--- config.mk ---
export PLATFORM = sky130hd
export DESIGN_NAME = ysyx_25030077_ifu_fetch_q
export DESIGN_NICKNAME = d
export VERILOG_FILES = /design/src/rtl/ysyx_25030077_ifu_pkg.sv /design/src/rtl/ysyx_25030077_sync_fifo.sv /design/src/rtl/ysyx_25030077_ifu_fetch_q.sv
export SDC_FILE = /design/constraint.sdc
export NUM_CORES = 1
export LEC_CHECK = 0
export CORE_ASPECT_RATIO = 1.4
export CORE_MARGIN = 3
export CORE_UTILIZATION = 30
export CTS_BUF_LIST = sky130_fd_sc_hd__clkbuf_4 sky130_fd_sc_hd__clkbuf_8 sky130_fd_sc_hd__clkbuf_16
export CTS_CLUSTER_DIAMETER = 50
export DETAILED_ROUTE_END_ITERATION = 8
export SLEW_MARGIN = 15
export SYNTH_ARGS = -nofsm -noshare
export SYNTH_HDL_FRONTEND = slang
export SYNTH_SLANG_ARGS = --single-unit
--- constraint.sdc ---
create_clock -name clock -period 4 [get_ports clock]
set_input_delay 1 -clock clock [delete_from_list [all_inputs] [get_ports clock]]
set_output_delay 1 -clock clock [all_outputs]
set_load 0.01 [all_outputs]
--- src/rtl/ysyx_25030077_ifu_pkg.sv ---
// ---------------------------------------------------------------------------
// ysyx_25030077_ifu_pkg
// Shared definitions for the IFU fetch queue:
//   - AXI_RESP_OKAY   : the only response code treated as a successful fetch
//   - DEFAULT_*       : default parameter values of the fetch queue
//   - fetch_pkt_t     : {pc, data, err} packet handed to the decoder
// ---------------------------------------------------------------------------
package ysyx_25030077_ifu_pkg;

  localparam logic [1:0] AXI_RESP_OKAY = 2'b00;

  localparam int DEFAULT_ADDR_W  = 32;
  localparam int DEFAULT_DATA_W  = 32;
  localparam int DEFAULT_DEPTH   = 4;
  localparam int DEFAULT_MAX_OUT = 2;

  typedef struct packed {
    logic [DEFAULT_ADDR_W-1:0] pc;
    logic [DEFAULT_DATA_W-1:0] data;
    logic                      err;
  } fetch_pkt_t;

endpackage

--- src/rtl/ysyx_25030077_sync_fifo.sv ---
// ---------------------------------------------------------------------------
// ysyx_25030077_sync_fifo
// Small circular-buffer FIFO with a combinational head (deq_data is valid in
// the same cycle as deq_valid). Pointers are one bit wider than the index so
// full/empty can be told apart without a separate counter.
// Ports:
//   clock, reset (async, active-low)
//   clear                 : synchronous flush of both pointers (wins over enq/deq)
//   enq_valid/enq_ready   : write handshake, enq_data
//   deq_valid/deq_ready   : read handshake, deq_data = current head
//   count                 : occupancy, 0..DEPTH
// ---------------------------------------------------------------------------
module ysyx_25030077_sync_fifo
  import ysyx_25030077_ifu_pkg::*;
#(
  parameter int WIDTH = DEFAULT_ADDR_W,
  parameter int DEPTH = DEFAULT_DEPTH
) (
  input  logic                     clock,
  input  logic                     reset,
  input  logic                     clear,
  input  logic                     enq_valid,
  output logic                     enq_ready,
  input  logic [WIDTH-1:0]         enq_data,
  output logic                     deq_valid,
  input  logic                     deq_ready,
  output logic [WIDTH-1:0]         deq_data,
  output logic [$clog2(DEPTH):0]   count
);

  localparam int PW = $clog2(DEPTH) + 1;
  localparam int IW = (DEPTH > 1) ? (PW - 1) : 1;
  // Pointer XOR pattern meaning "same slot, one lap apart".
  localparam logic [PW-1:0] FULL_XOR = PW'(1 << (PW - 1));

  logic [PW-1:0]    wr_ptr_reg;
  logic [PW-1:0]    rd_ptr_reg;
  logic [IW-1:0]    wr_idx;
  logic [IW-1:0]    rd_idx;
  logic [WIDTH-1:0] mem [DEPTH];
  logic             full;
  logic             empty;
  logic             enq_fire;
  logic             deq_fire;

  generate
    if (DEPTH > 1) begin : g_idx
      assign wr_idx = wr_ptr_reg[IW-1:0];
      assign rd_idx = rd_ptr_reg[IW-1:0];
    end else begin : g_idx_single
      // Single slot: the pointer is just the lap bit.
      assign wr_idx = '0;
      assign rd_idx = '0;
    end
  endgenerate

  assign full      = (wr_ptr_reg ^ rd_ptr_reg) == FULL_XOR;
  assign empty     = (wr_ptr_reg == rd_ptr_reg);
  assign enq_ready = !full;
  assign deq_valid = !empty;
  assign enq_fire  = enq_valid && !full && !clear;
  assign deq_fire  = deq_valid && deq_ready && !clear;
  assign deq_data  = mem[rd_idx];
  assign count     = wr_ptr_reg - rd_ptr_reg;

  always_ff @(posedge clock or negedge reset) begin
    if (!reset) begin
      wr_ptr_reg <= '0;
      rd_ptr_reg <= '0;
    end else if (clear) begin
      wr_ptr_reg <= '0;
      rd_ptr_reg <= '0;
    end else begin
      if (enq_fire) wr_ptr_reg <= wr_ptr_reg + PW'(1);
      if (deq_fire) rd_ptr_reg <= rd_ptr_reg + PW'(1);
    end
  end

  // Storage needs no reset: a slot is only read after it has been written.
  always_ff @(posedge clock) begin
    if (enq_fire) mem[wr_idx] <= enq_data;
  end

endmodule

--- src/rtl/ysyx_25030077_ifu_fetch_q.sv ---
// ---------------------------------------------------------------------------
// ysyx_25030077_ifu_fetch_q
// Instruction-fetch front end: queues fetch PCs, issues them on the AR
// channel with up to MAX_OUT reads in flight, pairs in-order R responses with
// their PCs and delivers {pc, inst, err} to the decoder. io_flush (redirect)
// empties the request queue and discards responses of reads still in flight.
// Ports:
//   clock, reset (async, active-low)
//   io_rd_Req_*  : fetch request in (PC)
//   io_flush     : redirect pulse
//   io_ar_*      : read address out
//   io_r_*       : read data in (data, resp)
//   io_inst_*    : instruction out to decoder (pc, data, err)
//   io_count     : request FIFO occupancy
// Optional feature macro IFU_PERF_CNT_EN adds io_perf_fetch, io_perf_stall
// and io_perf_drop (32-bit wrapping event counters).
// ---------------------------------------------------------------------------
module ysyx_25030077_ifu_fetch_q
  import ysyx_25030077_ifu_pkg::*;
#(
  parameter int ADDR_W  = DEFAULT_ADDR_W,
  parameter int DATA_W  = DEFAULT_DATA_W,
  parameter int DEPTH   = DEFAULT_DEPTH,
  parameter int MAX_OUT = DEFAULT_MAX_OUT
) (
  input  logic                     clock,
  input  logic                     reset,
  input  logic                     io_rd_Req_valid,
  output logic                     io_rd_Req_ready,
  input  logic [ADDR_W-1:0]        io_rd_Req_bits_addr,
  input  logic                     io_flush,
  output logic                     io_ar_valid,
  input  logic                     io_ar_ready,
  output logic [ADDR_W-1:0]        io_ar_bits_addr,
  input  logic                     io_r_valid,
  output logic                     io_r_ready,
  input  logic [DATA_W-1:0]        io_r_bits_data,
  input  logic [1:0]               io_r_bits_resp,
  output logic                     io_inst_valid,
  input  logic                     io_inst_ready,
  output logic [ADDR_W-1:0]        io_inst_bits_pc,
  output logic [DATA_W-1:0]        io_inst_bits_data,
  output logic                     io_inst_bits_err,
`ifdef IFU_PERF_CNT_EN
  output logic [31:0]              io_perf_fetch,
  output logic [31:0]              io_perf_stall,
  output logic [31:0]              io_perf_drop,
`endif
  output logic [$clog2(DEPTH):0]   io_count
);

  localparam int OW = $clog2(MAX_OUT) + 1;
  localparam logic [OW-1:0] MAX_OUT_C = OW'(MAX_OUT);

  logic              req_enq_valid;
  logic              req_enq_ready;
  logic              req_deq_valid;
  logic              req_deq_ready;
  logic [ADDR_W-1:0] req_head;

  logic              pc_enq_ready;
  logic              pc_deq_valid;
  logic              pc_deq_ready;
  logic [ADDR_W-1:0] pc_head;
  logic [OW-1:0]     outstanding;

  logic [OW-1:0]     drop_cnt_reg;
  logic [OW-1:0]     drop_cnt_next;

  logic              slot_free;
  logic              dropping;
  logic              ar_fire;
  logic              r_fire;

  // ---------------- request FIFO ----------------
  assign req_enq_valid = io_rd_Req_valid && !io_flush;

  ysyx_25030077_sync_fifo #(
    .WIDTH (ADDR_W),
    .DEPTH (DEPTH)
  ) u_req_fifo (
    .clock     (clock),
    .reset     (reset),
    .clear     (io_flush),
    .enq_valid (req_enq_valid),
    .enq_ready (req_enq_ready),
    .enq_data  (io_rd_Req_bits_addr),
    .deq_valid (req_deq_valid),
    .deq_ready (req_deq_ready),
    .deq_data  (req_head),
    .count     (io_count)
  );

  // Ready depends only on registered fullness, so a pop in the same cycle
  // never lets a new request through a full queue.
  assign io_rd_Req_ready = req_enq_ready && !io_flush;

  // ---------------- AR issue ----------------
  // pc_enq_ready is implied by outstanding < MAX_OUT; kept as a guard so the
  // tracking FIFO can never overflow.
  assign slot_free       = (outstanding < MAX_OUT_C) && pc_enq_ready;
  assign io_ar_valid     = req_deq_valid && slot_free && !io_flush;
  assign io_ar_bits_addr = req_head;
  assign req_deq_ready   = io_ar_ready && slot_free && !io_flush;
  assign ar_fire         = io_ar_valid && io_ar_ready;

  // ---------------- PC tracking FIFO ----------------
  // Never cleared: across a flush it keeps PCs aligned with the responses
  // still to come. Its occupancy is the outstanding-read count (+1 per AR
  // handshake, -1 per R handshake, unchanged when both happen).
  assign pc_deq_ready = io_r_valid && io_r_ready;

  ysyx_25030077_sync_fifo #(
    .WIDTH (ADDR_W),
    .DEPTH (MAX_OUT)
  ) u_pc_fifo (
    .clock     (clock),
    .reset     (reset),
    .clear     (1'b0),
    .enq_valid (ar_fire),
    .enq_ready (pc_enq_ready),
    .enq_data  (req_head),
    .deq_valid (pc_deq_valid),
    .deq_ready (pc_deq_ready),
    .deq_data  (pc_head),
    .count     (outstanding)
  );

  // ---------------- R path ----------------
  assign dropping          = (drop_cnt_reg != '0);
  assign io_r_ready        = dropping ? 1'b1 : io_inst_ready;
  assign r_fire            = io_r_valid && io_r_ready && pc_deq_valid;
  assign io_inst_valid     = io_r_valid && !dropping;
  assign io_inst_bits_pc   = pc_head;
  assign io_inst_bits_data = io_r_bits_data;
  assign io_inst_bits_err  = (io_r_bits_resp != AXI_RESP_OKAY);

  // A response accepted in the flush cycle itself is not one to drop later.
  always_comb begin
    drop_cnt_next = drop_cnt_reg;
    if (io_flush) begin
      drop_cnt_next = outstanding - OW'(r_fire);
    end else if (r_fire && dropping) begin
      drop_cnt_next = drop_cnt_reg - OW'(1);
    end
  end

  always_ff @(posedge clock or negedge reset) begin
    if (!reset) begin
      drop_cnt_reg <= '0;
    end else begin
      drop_cnt_reg <= drop_cnt_next;
    end
  end

`ifdef IFU_PERF_CNT_EN
  logic [31:0] perf_fetch_reg;
  logic [31:0] perf_stall_reg;
  logic [31:0] perf_drop_reg;

  always_ff @(posedge clock or negedge reset) begin
    if (!reset) begin
      perf_fetch_reg <= '0;
      perf_stall_reg <= '0;
      perf_drop_reg  <= '0;
    end else begin
      if (io_inst_valid && io_inst_ready) perf_fetch_reg <= perf_fetch_reg + 32'd1;
      if (io_ar_valid && !io_ar_ready)    perf_stall_reg <= perf_stall_reg + 32'd1;
      if (r_fire && dropping)             perf_drop_reg  <= perf_drop_reg + 32'd1;
    end
  end

  assign io_perf_fetch = perf_fetch_reg;
  assign io_perf_stall = perf_stall_reg;
  assign io_perf_drop  = perf_drop_reg;
`endif

endmodule

==> impl_summary.md, run 1 <==
Outcome
The flow ran to the end, and the final reports show no timing, DRC or antenna violations.

Global routing
The first global-routing pass estimated 25.0 mm of wire. The sum of overflow across all layers after global routing is 0. The number of antenna violations at the first check in global routing was 0. The met3 usage is 3.27%.

For this run, the total global-route usage over all layers was measured as 11.4%. After global routing, the most crowded layer is met2. The number of global-route vias before repair was 4313.

Entering global routing, the biggest net connects 35 pins. The routing usage on met2 is 20.5%. Global routing used 12.8% of the available met1 tracks.

Floorplanning
The die covers 28900 sq um. The core region area is 26300 sq um. The floorplan step set the die height to 200 um.

Once the floorplan was initialized, standard cells occupied 30.7% of the core. In this run the horizontal extent of the chip is 145 um. The floorplan row count is 70. In this run the count of I/O pins placed on the die edge is 177.

Clock tree
The tree is rooted in a sky130_fd_sc_hd__clkbuf_16. The clock reaches the later pin of the worst-skew pair after 500 ps. The clock net in this run drives a total of 204 sinks. The H-tree depth reported by CTS is 1. TritonCTS built the clock tree. The total setup buffers inserted after CTS is 0. The clock-pin slew on the worst setup and hold paths is 70 ps. The buffer levels on the longest clock path is 3. The number of gates resized after CTS is 0. The number of hold-repair buffers added at the cts stage is 0. Buffers inserted during clock tree synthesis total 24.

Timing
For the final database, setup skew stands at 12.0 ps. For this run, the top clock speed supported by timing is 0.276 GHz. The share of the clock period used by the worst path is 90.5%. The number of setup violations in the final report is 0. The setup TNS is 0 ps.

At the pin with the least slew margin, the transition time is 629 ps. The clock period minus worst slack is 3620 ps. The final number of max-transition violations was 0. Setup repair after global routing left no endpoint under its margin. The hold violation total from the final report is 0.

The max-slew headroom at the worst pin is 57.9%.

Routing
In the routed layout, each cell is associated on average with a via count of 4.54. Before antenna repair, the detailed router went through 4 iterations. The DRC violations left is 0.

After detailed routing, the total wire length is 16.5 mm. The number of vias after detailed routing is 3798. The number of violations reported at the end of detailed-routing iteration 0 is 140. In this run the remaining antenna-violating nets after routing total 0. The average wire per standard cell is 19.8 um.

Layout
The largest registers in the layout are u_req_fifo.mem x128, u_pc_fifo.mem x64. The final layout contains 578 nets. Fill cells in the final layout number 2377. The finished layout holds 836 standard cells, fillers aside.

Summing all non-filler instances in the final layout gives an area of 10300 sq um. Of the cells placed in the final design, the portion with a size suffix greater than 1 is 26.4%. The register with the most flip-flops is u_req_fifo.mem. The relative area change from synthesis to final layout is 27.5%. The number of antenna cells inserted is 0. The flip-flop count of the largest register after layout is 128.

Placement
Including well taps, the total number of placed cells is 792. The final weighted congestion of routability-driven global placement is 0.714. The number of I/O port buffers is 112.

The HPWL after detailed placement is 10.9 mm. The standard cell area after detailed placement is 9460 sq um.

Yosys
The count of flip-flops with a built-in enable after synthesis is 192. The synthesized cell area is 8060 sq um. The number of nets in the synthesized netlist is 475. sky130_fd_sc_hd__edfxtp_1 takes more of the synthesized area than any other cell. The number of synthesis warnings is 0.

Synthesis handed over a netlist of 391 instances. The fraction of registers with async set/reset is 5.88%. Counting distinct cell types in the post-synthesis netlist gives 36. By area the synthesized netlist is led by sky130_fd_sc_hd__edfxtp_1 (72%), sky130_fd_sc_hd__mux4_2 (8.9%), sky130_fd_sc_hd__mux2_2 (4.5%), sky130_fd_sc_hd__dfrtp_1 (3.7%), sky130_fd_sc_hd__buf_4 (3.0%).

After synthesis, the most frequently instantiated cells are sky130_fd_sc_hd__edfxtp_1 (192), sky130_fd_sc_hd__buf_4 (32), sky130_fd_sc_hd__mux2_2 (32), sky130_fd_sc_hd__mux4_2 (32). The synthesis-stage register bit count is 204. The most frequently used flop master after synthesis is sky130_fd_sc_hd__edfxtp_1. Of the post-synthesis cell area, the dominant cell type holds 71.5%. After synthesis, the mean cell area works out to 20.6 sq um. For this run, the register share of the synthesized area comes to 75.2%. The library cell with the highest instance count after synthesis is sky130_fd_sc_hd__edfxtp_1.

Power and ir drop
The worst vdd rail ir drop is 0.000300 V. The analysis attributes to cell leakage a power of 3.40 nW. In this run the power density over the cells is 615 nW/um^2.

Worst setup path
The critical-path maximum fanout is 5. STA classifies the critical path startpoint as a flop. The category of the critical setup timing path is flop to output pin.

The kind of end point of the critical path is an output pin. For the worst setup path, the data required time is 3000 ps. At the worst endpoint, the arrival time is 2620 ps.

Hold path
The class of the tightest hold or removal check is flop to flop.

Run
The total of max-cap violations is 0.
-- layout make-up --
| cell class | instances | area (sq um) | share of cell area [%] |
|---|---|---|---|
| clock inverter | 17 | 173 | 1.68 |
| tap | 324 | 405 | 3.94 |
| sequential | 204 | 6070 | 59.1 |
| multi-input combinational | 130 | 1660 | 16.1 |
| timing repair buffer | 122 | 1280 | 12.5 |
| clock buffer | 27 | 641 | 6.23 |
| inverter | 12 | 45.0 | 0.438 |
-- critical path: stages (launching register included) --
cell                              delay (ps)
sky130_fd_sc_hd__dfrtp_1                 440
sky130_fd_sc_hd__inv_1                    70
sky130_fd_sc_hd__ha_1                    350
sky130_fd_sc_hd__nand2b_1                170
sky130_fd_sc_hd__mux2i_1                 350
sky130_fd_sc_hd__nand2_1                 100
sky130_fd_sc_hd__nor2_1                  100
sky130_fd_sc_hd__clkdlybuf4s50_1         540
-- layer usage --
layer	part of all wire, %	up-vias
met5	0	-
met4	3.0	0
met3	7.1	59
met2	52	93
met1	38	1940
li1	-	1706
-- through the flow --
step	setup slack [ps]	total power, mW	hold WS [ps]	utilization [%]
5_1_grt	222	6.62	546	39.1
6_report	381	6.32	532	39.1
2_1_floorplan	527	3.54	469	-
4_1_cts	307	6.43	529	39.1
3_5_place_dp	774	4.23	517	36.0
3_3_place_gp	800	4.20	522	36.0
-- cell usage in the layout (no fill, tap or decap), types with 2 or more instances in the layout --
cell type / count
sky130_fd_sc_hd__clkinv_1: 3
sky130_fd_sc_hd__ha_1: 10
sky130_fd_sc_hd__clkdlybuf4s50_1: 112
sky130_fd_sc_hd__nor2b_1: 2
sky130_fd_sc_hd__or2_2: 2
sky130_fd_sc_hd__dfrtp_1: 9
sky130_fd_sc_hd__clkbuf_16: 25
sky130_fd_sc_hd__nor2_1: 4
sky130_fd_sc_hd__dfrtp_2: 3
sky130_fd_sc_hd__clkinvlp_4: 2
sky130_fd_sc_hd__inv_1: 11
sky130_fd_sc_hd__inv_6: 2
sky130_fd_sc_hd__xnor2_1: 7
sky130_fd_sc_hd__bufinv_16: 2
sky130_fd_sc_hd__mux2i_1: 4
sky130_fd_sc_hd__clkbuf_4: 2
sky130_fd_sc_hd__clkinv_2: 3
sky130_fd_sc_hd__mux4_2: 32
sky130_fd_sc_hd__mux2_4: 2
sky130_fd_sc_hd__and2_2: 4
sky130_fd_sc_hd__edfxtp_1: 192
sky130_fd_sc_hd__a21o_1: 2
sky130_fd_sc_hd__mux2_2: 32
sky130_fd_sc_hd__xor2_1: 3
sky130_fd_sc_hd__buf_4: 3
sky130_fd_sc_hd__nand2_1: 6
sky130_fd_sc_hd__nand2b_1: 4
sky130_fd_sc_hd__clkinv_4: 3
sky130_fd_sc_hd__buf_12: 7
-- power by group --
group	switching, mW	leakage (nW)	internal [mW]	total [mW]
logic	0.704	1.12	0.840	1.54
clock network	0.859	0.397	1.30	2.16
registers	0.0882	1.89	2.52	2.61
total	1.65	3.40	4.67	6.32
-- kinds of logic after synthesis --
logic type / after synthesis / share of synthesized area [%]
compound gates: 8 / 0.947
xor+xnor: 11 / 1.29
fa+ha+maj: 11 / 1.80
buf+inv: 57 / 4.33
flops: 204 / 75.2
mux: 70 / 14.3
simple gates: 30 / 2.11
-- worst paths after layout --
| check | end | slack [ps] | startpoint | depth (start not counted) |
|---|---|---|---|---|
| setup / recovery | io_ar_valid | 380 | u_pc_fifo.wr_ptr_reg[0] | 7 |
| hold reg to reg | u_req_fifo.wr_ptr_reg[2] | 530 | u_req_fifo.wr_ptr_reg[2] | 1 |
| min in group asynchronous | u_pc_fifo.wr_ptr_reg[0] | 890 | reset | 1 |
| setup reg to reg | u_pc_fifo.mem[0][10] | 1320 | u_pc_fifo.wr_ptr_reg[0] | 7 |
| max in group asynchronous | u_pc_fifo.rd_ptr_reg[0] | 2660 | reset | 1 |
| hold / removal | u_req_fifo.wr_ptr_reg[2] | 530 | u_req_fifo.wr_ptr_reg[2] | 1 |
(Power assumes the default switching activity.)
==> run 2, diff against run 1 <==
--- a/config.mk
+++ b/config.mk
@@ -11,6 +11,7 @@
 export CTS_BUF_LIST = sky130_fd_sc_hd__clkbuf_4 sky130_fd_sc_hd__clkbuf_8 sky130_fd_sc_hd__clkbuf_16
 export CTS_CLUSTER_DIAMETER = 50
 export DETAILED_ROUTE_END_ITERATION = 8
+export SETUP_SLACK_MARGIN = 0.3
 export SLEW_MARGIN = 15
 export SYNTH_ARGS = -nofsm -noshare
 export SYNTH_HDL_FRONTEND = slang
==> impl_summary.md, run 2 (same netlist as run 1, synthesis figures left out) <==
Worst setup path
The startpoint type of the worst setup path is a flop. The startpoint identified for the worst register-to-register timing path is u_req_fifo.rd_ptr_reg[1]. STA classifies the critical path endpoint as an output pin. The critical path is of the flop to output pin type. The data arrival time of the critical path is 2570 ps (-50 ps).

The critical-path maximum fanout is 5 (unchanged). The number of cells traversed by the worst register-to-register path is 5 (-2). The worst setup path startpoint is u_pc_fifo.wr_ptr_reg[0].

The critical path data required time came to 3000 ps (about the same).

Timing
The setup TNS is 0 ps (unchanged). Setup repair after global routing could not meet its margin everywhere. The clock period minus worst slack is 3570 ps (-51.5 ps). The share of the clock period used by the worst path came to 89.2% (-1.3 points).

The max-slew headroom at the worst pin came to 57.9% (about the same). The final number of max-transition violations came to 0 (unchanged). The hold violation total from the final report is 0 (unchanged). The highest achievable clock rate is 0.280 GHz (+1.4%). The slew of the pin with the lowest slew margin was 630 ps (+0.596 ps). The final worst clock skew is 14.4 ps (+2.42 ps). The number of setup violations in the final report was 0 (unchanged).

Floorplanning
The width of the die is 145 um (unchanged). The full die area is 28900 sq um (unchanged). The total I/O pin count came to 177 (unchanged). The core region area came to 26300 sq um (unchanged). The floorplan row count is 70 (unchanged). The vertical die dimension is 200 um (unchanged). The initial core utilization was 30.7% (unchanged).

Clock tree
The buffer levels on the longest clock path is 3 (unchanged). The later-pin clock latency in the skew report came to 500 ps (about the same). The H-tree depth reported by CTS is 1 (unchanged). The TritonCTS sink count came to 204 (unchanged). The CTS buffer count is 24 (unchanged).

TritonCTS built the clock tree. The number of hold-repair buffers added at the cts stage was 0 (unchanged). Clock tree synthesis selected as its root buffer the cell sky130_fd_sc_hd__clkbuf_16. The clock-pin slew on the worst setup and hold paths came to 70 ps (about the same). The total setup buffers inserted after CTS is 0 (unchanged).

Layout
The flip-flop count of the largest register after layout came to 128 (unchanged). Leaving out fill and tap cells, the most frequent cell in the layout is sky130_fd_sc_hd__edfxtp_1. The relative area change from synthesis to final layout was 27.5% (about the same). The number of antenna cells inserted is 0 (unchanged). The number of nets in the layout is 578 (unchanged). The register with the most flip-flops is u_req_fifo.mem.

The largest registers in the layout are u_req_fifo.mem x128, u_pc_fifo.mem x64. The share of final-layout standard cells stronger than drive strength 1 came to 26.6% (+0.20 points). The top cell types in the final layout, fill and taps aside, are sky130_fd_sc_hd__edfxtp_1 (192), sky130_fd_sc_hd__clkdlybuf4s50_1 (112), sky130_fd_sc_hd__mux4_2 (32), sky130_fd_sc_hd__mux2_2 (32), sky130_fd_sc_hd__clkbuf_16 (25). The final core area utilization is 39.1% (about the same).

Routing
The detailed-route wire length is 16.5 mm (about the same). The number of violations reported at the end of detailed-routing iteration 0 is 140 (unchanged). The DRC violations left was 0 (unchanged). The number of vias after detailed routing came to 3796 (-0.053%). The remaining antenna violation count after routing is 0 (unchanged).

The average wire per standard cell is 19.7 um (about the same). The number of detailed-route iterations in the first pass is 4 (unchanged). The mean number of vias per cell is 4.54 (about the same).

Placement
The final weighted congestion of routability-driven global placement came to 0.714 (unchanged). The HPWL after detailed placement is 10.9 mm (unchanged). The number of I/O port buffers is 112 (unchanged).

Hold path
The critical hold path startpoint is u_req_fifo.wr_ptr_reg[2]. The min-delay analysis places its worst path in the category flop to flop. The cell depth of the worst hold path is 1 (unchanged).

Global routing
The global router's overall resource usage came to 11.4% (unchanged). The number of antenna violations at the first check in global routing came to 0 (unchanged). The number of global-route vias before repair is 4313 (unchanged). The largest net degree at the start of global routing is 35 (unchanged). The sum of overflow across all layers after global routing is 0 (unchanged).

The global-route wire length before repair is 25.0 mm (unchanged).

Power and ir drop
The static leakage was 3.40 nW (about the same). The power density normalized to cell area is 616 nW/um^2 (+0.12%). The worst vdd rail ir drop came to 0.000300 V (about the same).

Outcome
The run finished with clean final reports.

Run
The total of max-cap violations is 0 (unchanged).
## run 2: what timing repair did
item | CTS | global route
resized for setup | 0 | 2
endpoints found under the hold margin | 0 | 0
endpoints found under the setup margin | 0 | 10
## run 2: power breakdown
part,total [mW],internal (mW),switching [mW]
combinational,1.55,0.847,0.707
sequential,2.61,2.53,0.0879
clock,2.16,1.30,0.858
total,6.33,4.68,1.65
## run 2: stage by stage
stage               instance area [sq um]  setup WS, ps  cells  hold slack [ps]  total power, mW
floorplan                            8060           527    391              469             3.54
global placement                     9460           800    792              522             4.20
detailed placement                   9460           774    792              517             4.23
CTS                                 10300           307    836              529             6.43
global route                        10300           260    836              546             6.64
finish                              10300           432    836              532             6.33
## run 2: final timing paths
kind,to,slack [ps]
worst max-delay path,io_ar_valid,430
worst min-delay path,u_req_fifo.wr_ptr_reg[2],530
worst max register to register,u_req_fifo.mem[1][10],1360
worst min register to register,u_req_fifo.wr_ptr_reg[2],530
max in group asynchronous,u_req_fifo.rd_ptr_reg[0],2640
min in group asynchronous,u_pc_fifo.wr_ptr_reg[0],890
## run 2: worst max-delay path, cell delays in order (launching register included)
cell,delay (ps)
sky130_fd_sc_hd__dfrtp_1,450
sky130_fd_sc_hd__inv_1,70
sky130_fd_sc_hd__ha_1,340
sky130_fd_sc_hd__nand2b_1,180
sky130_fd_sc_hd__mux2i_2,290
sky130_fd_sc_hd__nand2_1,100
sky130_fd_sc_hd__nor2_1,90
sky130_fd_sc_hd__clkdlybuf4s50_1,540
## run 2: metal layers
layer	global-route usage, %	vias to the layer above	part of all wire [%]
met1	12.8	1940	38
met5	0	-	0
li1	-	1706	-
met3	3.27	59	7.1
met2	20.5	91	51
met4	4.22	0	3.0
## run 2: layout make-up
| type | instances | area (sq um) |
|---|---|---|
| clock buffer | 27 | 641 |
| fill | 2376 | 16000 |
| tap | 324 | 405 |
| multi-input combinational | 130 | 1660 |
| clock inverter | 17 | 173 |
| timing repair buffer | 122 | 1280 |
| sequential | 204 | 6070 |
| inverter | 12 | 45.0 |
==> run 3, diff against run 2 <==
--- a/config.mk
+++ b/config.mk
@@ -15,4 +15,5 @@
 export SLEW_MARGIN = 15
 export SYNTH_ARGS = -nofsm -noshare
 export SYNTH_HDL_FRONTEND = slang
+export SYNTH_HIERARCHICAL = 1
 export SYNTH_SLANG_ARGS = --single-unit
==> impl_summary.md, run 3 <==
Worst setup path
The critical path data required time came to 3000 ps (about the same). The critical-path maximum fanout is 10 (+5). The kind of end point of the critical path is an output pin.

The count of buffer and inverter cells on the critical path is 2 (unchanged). The largest individual stage delay along the critical path comes from the cell sky130_fd_sc_hd__clkdlybuf4s50_1. The startpoint type of the worst setup path is a flop. The data arrival time of the critical path is 2560 ps (about the same). Among cell families on the critical path, the largest total delay comes from simple AND/OR/NAND/NOR gates.

Traced cell by cell, the critical path runs through inv_1 > ha_2 > nand2_2 > or2_4 > and2b_1 > clkdlybuf4s50_1. The category of the critical setup timing path is flop to output pin. The longest individual stage delay on the worst path is 470 ps (-70 ps).

Routing
The remaining antenna violation count after routing came to 0 (unchanged). The average wire per standard cell is 18.9 um (-4.0%). The number of vias after detailed routing is 4112 (+8.3%).

The number of detailed-route iterations in the first pass is 4 (unchanged). The DRC violations left is 0 (unchanged). The detailed-route wire length was 17.1 mm (+3.9%). The mean number of vias per cell was 4.54 (about the same). The number of violations reported at the end of detailed-routing iteration 0 was 239 (+71%).

Yosys
The multiplexer share of the synthesized area is 13.6% (-0.67 points). For this run, the leading register cell type out of synthesis is sky130_fd_sc_hd__edfxtp_1. The fraction of registers with async set/reset is 5.88% (unchanged). The post-synthesis adder-cell area fraction is 1.76% (-0.040 points). The complex-gate fraction of the synthesized area is 1.37% (+0.42 points).

The sequential area share after synthesis was 73.6% (-1.7 points). The synthesis-stage register bit count came to 204 (unchanged). The library cell with the highest instance count after synthesis is sky130_fd_sc_hd__edfxtp_1.

Ranked by total cell area, the synthesized netlist is headed by sky130_fd_sc_hd__edfxtp_1 (70%), sky130_fd_sc_hd__mux4_2 (8.7%), sky130_fd_sc_hd__mux2_2 (4.5%), sky130_fd_sc_hd__dfrtp_1 (3.6%), sky130_fd_sc_hd__buf_4 (3.3%). The share of the synthesized area in the top cell type was 69.9% (-1.6 points). The main combinational cell family by area after synthesis is multiplexers. Of all cell types, the one taking the most synthesized area is sky130_fd_sc_hd__edfxtp_1.

The post-synthesis xor/xnor area fraction is 0.728% (-0.56 points). The simple-gate share of the synthesized area is 4.55% (+2.4 points). The number of synthesis warnings is 6 (+6).

The count of flip-flops with a built-in enable after synthesis is 192 (unchanged). The per-instance average area after synthesis is 19.5 sq um (-5.5%). The count of mapped cells out of synthesis is 423 (+8.2%). Counting instances in the post-synthesis netlist gives the leading cell types as sky130_fd_sc_hd__edfxtp_1 (192), sky130_fd_sc_hd__buf_4 (36), sky130_fd_sc_hd__mux2_2 (33). The synthesized cell area is 8250 sq um (+2.3%). The number of library cell types mapped by synthesis is 45 (+25%).

Timing
The slew of the pin with the lowest slew margin is 622 ps (-7.72 ps). The highest achievable clock rate is 0.281 GHz (+0.23%). The final worst clock skew is 9.60 ps (-4.83 ps). The clock period minus worst slack is 3560 ps (-8.12 ps). The worst path setup slack after routing is 440 ps (+8.12 ps). Setup repair after global routing left no endpoint under its margin. The share of the clock period used by the worst path is 89.0% (-0.20 points). The number of setup violations in the final report is 0 (unchanged). The final number of max-transition violations is 0 (unchanged).

The hold violation total from the final report is 0 (unchanged). The max-slew headroom at the worst pin is 58.4% (+0.52 points).

Clock tree
The CTS buffer count is 20 (-17%). The H-tree depth reported by CTS is 1 (unchanged). The clock-pin slew on the worst setup and hold paths came to 60 ps (about the same). The buffer levels on the longest clock path is 3 (unchanged). The total setup buffers inserted after CTS was 0 (unchanged). TritonCTS built the clock tree. The later-pin clock latency in the skew report was 480 ps (-20 ps). The tree is rooted in a sky130_fd_sc_hd__clkbuf_16. The TritonCTS sink count is 204 (unchanged).

Layout
Compared with the post-synthesis result, the final layout area differs by 25.0%. The share of final-layout standard cells stronger than drive strength 1 is 23.3% (-3.2 points). The flip-flop count of the largest register after layout was 128 (unchanged). The final core area utilization is 38.2% (-0.98 points). The number of nets in the layout was 612 (+5.9%). In the final layout, the registers with the most flip-flops are u_req_fifo/mem x128, u_pc_fifo/mem x64. The number of antenna cells inserted is 0 (unchanged). The library cells used most frequently in the layout, excluding fill and tap cells, are sky130_fd_sc_hd__edfxtp_1 (192), sky130_fd_sc_hd__clkdlybuf4s50_1 (112), sky130_fd_sc_hd__mux2_2 (33).

Counting flops per register, the top entry is u_req_fifo/mem. The most common cell after layout, fill and taps aside is sky130_fd_sc_hd__edfxtp_1.

Global routing
The global router's overall resource usage is 11.4% (+0.032 points). The sum of overflow across all layers after global routing is 0 (unchanged). The largest net degree at the start of global routing is 39 (+11%). The layer with the highest usage after global routing is met2. The number of antenna violations at the first check in global routing came to 1 (+1). The global-route wire length before repair is 26.4 mm (+5.6%).

The met3 usage is 2.47% (-0.80 points). The number of global-route vias before repair is 4532 (+5.1%). The routing usage on met2 is 21.3% (+0.78 points). The met1 track demand over resource is 12.9% (+0.094 points).

Power and ir drop
The static leakage is 3.36 nW (-1.3%). The post-route total power was 5.68 mW (-10%). The power density normalized to cell area is 551 nW/um^2 (-11%). The worst vdd rail ir drop is 0.000241 V (-20%).

Outcome
The flow ran to the end, and the final reports show no timing, DRC or antenna violations.

Floorplanning
The width of the die came to 146 um (+1.1%). The vertical die dimension is 202 um (+1.1%). The core region area is 27000 sq um (+2.8%). The initial core utilization was 30.5% (-0.15 points). The floorplan row count was 71 (+1.4%). The full die area was 29500 sq um (+2.2%).

The total I/O pin count is 177 (unchanged).

Placement
The number of I/O port buffers came to 112 (unchanged). The final weighted congestion of routability-driven global placement is 0.735 (+3.0%). The HPWL after detailed placement is 11.5 mm (+5.5%). The post-placement setup slack is 506 ps (-268 ps).

Run
The total of max-cap violations was 0 (unchanged).

Hold path
The class of the tightest hold or removal check is flop to flop.
[run 3: changes by cell type after synthesis, moves of 3 or more]
| cell | delta |
|---|---|
| sky130_fd_sc_hd__clkbuf_1 | -3 |
| sky130_fd_sc_hd__buf_2 | +5 |
| sky130_fd_sc_hd__nand4b_1 | +3 |
| sky130_fd_sc_hd__and3_1 | +6 |
| sky130_fd_sc_hd__nand3_1 | +6 |
| sky130_fd_sc_hd__nor3b_1 | +4 |
| sky130_fd_sc_hd__buf_4 | +4 |
| sky130_fd_sc_hd__buf_1 | -3 |
| sky130_fd_sc_hd__nand3b_1 | +3 |
| sky130_fd_sc_hd__xnor2_1 | -3 |
| sky130_fd_sc_hd__a21oi_1 | +4 |
| sky130_fd_sc_hd__nand2_1 | +4 |
[run 3: path summary, 6_finish.rpt]
path                                                from                  endpoint  slack [ps]  cells after the start
worst max-delay path            u_req_fifo/wr_ptr_reg[0]           io_rd_Req_ready         440                      6
worst min-delay path                     drop_cnt_reg[1]           drop_cnt_reg[1]         550                      2
worst max register to register   u_pc_fifo/rd_ptr_reg[1]       u_pc_fifo/mem[1][1]        1000                      7
worst min register to register           drop_cnt_reg[1]           drop_cnt_reg[1]         550                      2
max in group asynchronous                          reset  u_req_fifo/rd_ptr_reg[0]        2650                      1
min in group asynchronous                          reset           drop_cnt_reg[1]         910                      1
[run 3: through the flow]
stage	hold slack (ps)	TNS, ps	area [sq um]	cells
final	549	0	10300	905
after global routing	581	0	10300	905
after floorplan	502	-22920	8250	425
after global placement	519	0	9650	871
after detailed placement	534	0	9650	871
after CTS	550	0	10300	905
[run 3: worst min-delay path, stage by stage (launching register included)]
cell and delay [ps]:
sky130_fd_sc_hd__dfrtp_1 350, sky130_fd_sc_hd__nand3b_1 80, sky130_fd_sc_hd__o311ai_1 80
[run 3: logic make-up (layout without fill, tap and decap cells)]
family                   count (synthesis)  in the layout
AO/OA/AOI/OAI                           16             16
XOR/XNOR                                 6              6
adder cells (fa/ha/maj)                 11             11
buffers and inverters                   57            172
flip-flops                             204            204
multiplexers                            68             68
other                                    1              3
AND/OR/NAND/NOR                         60             60
[run 3: cell type report]
type                    count  area (sq um)
clock buffers              22           533
repair buffers            128          1240
multi-input cells         164          1850
flip-flops and latches    204          6070
inverters                  10          37.5
clock inverters            12           114
fillers                  2556         16700
well taps                 365           457
[run 3: report_power, final]
part           switching, mW  total, mW  internal [mW]
combinational          0.649       1.35          0.699
clock                  0.737       1.83           1.09
sequential            0.0327       2.50           2.47
[run 3: repair_timing]
action,CTS,global route
hold buffers,0,0
gates cloned,0,0
endpoints found under the setup margin,1,33
gates resized for setup,1,3
[run 3: routing by layer]
| layer | vias up | part of all wire [%] |
|---|---|---|
| met2 | 121 | 53 |
| met4 | 2 | 2.7 |
| li1 | 1845 | - |
| met3 | 49 | 5.2 |
| met5 | - | 0.058 |
| met1 | 2095 | 39 |
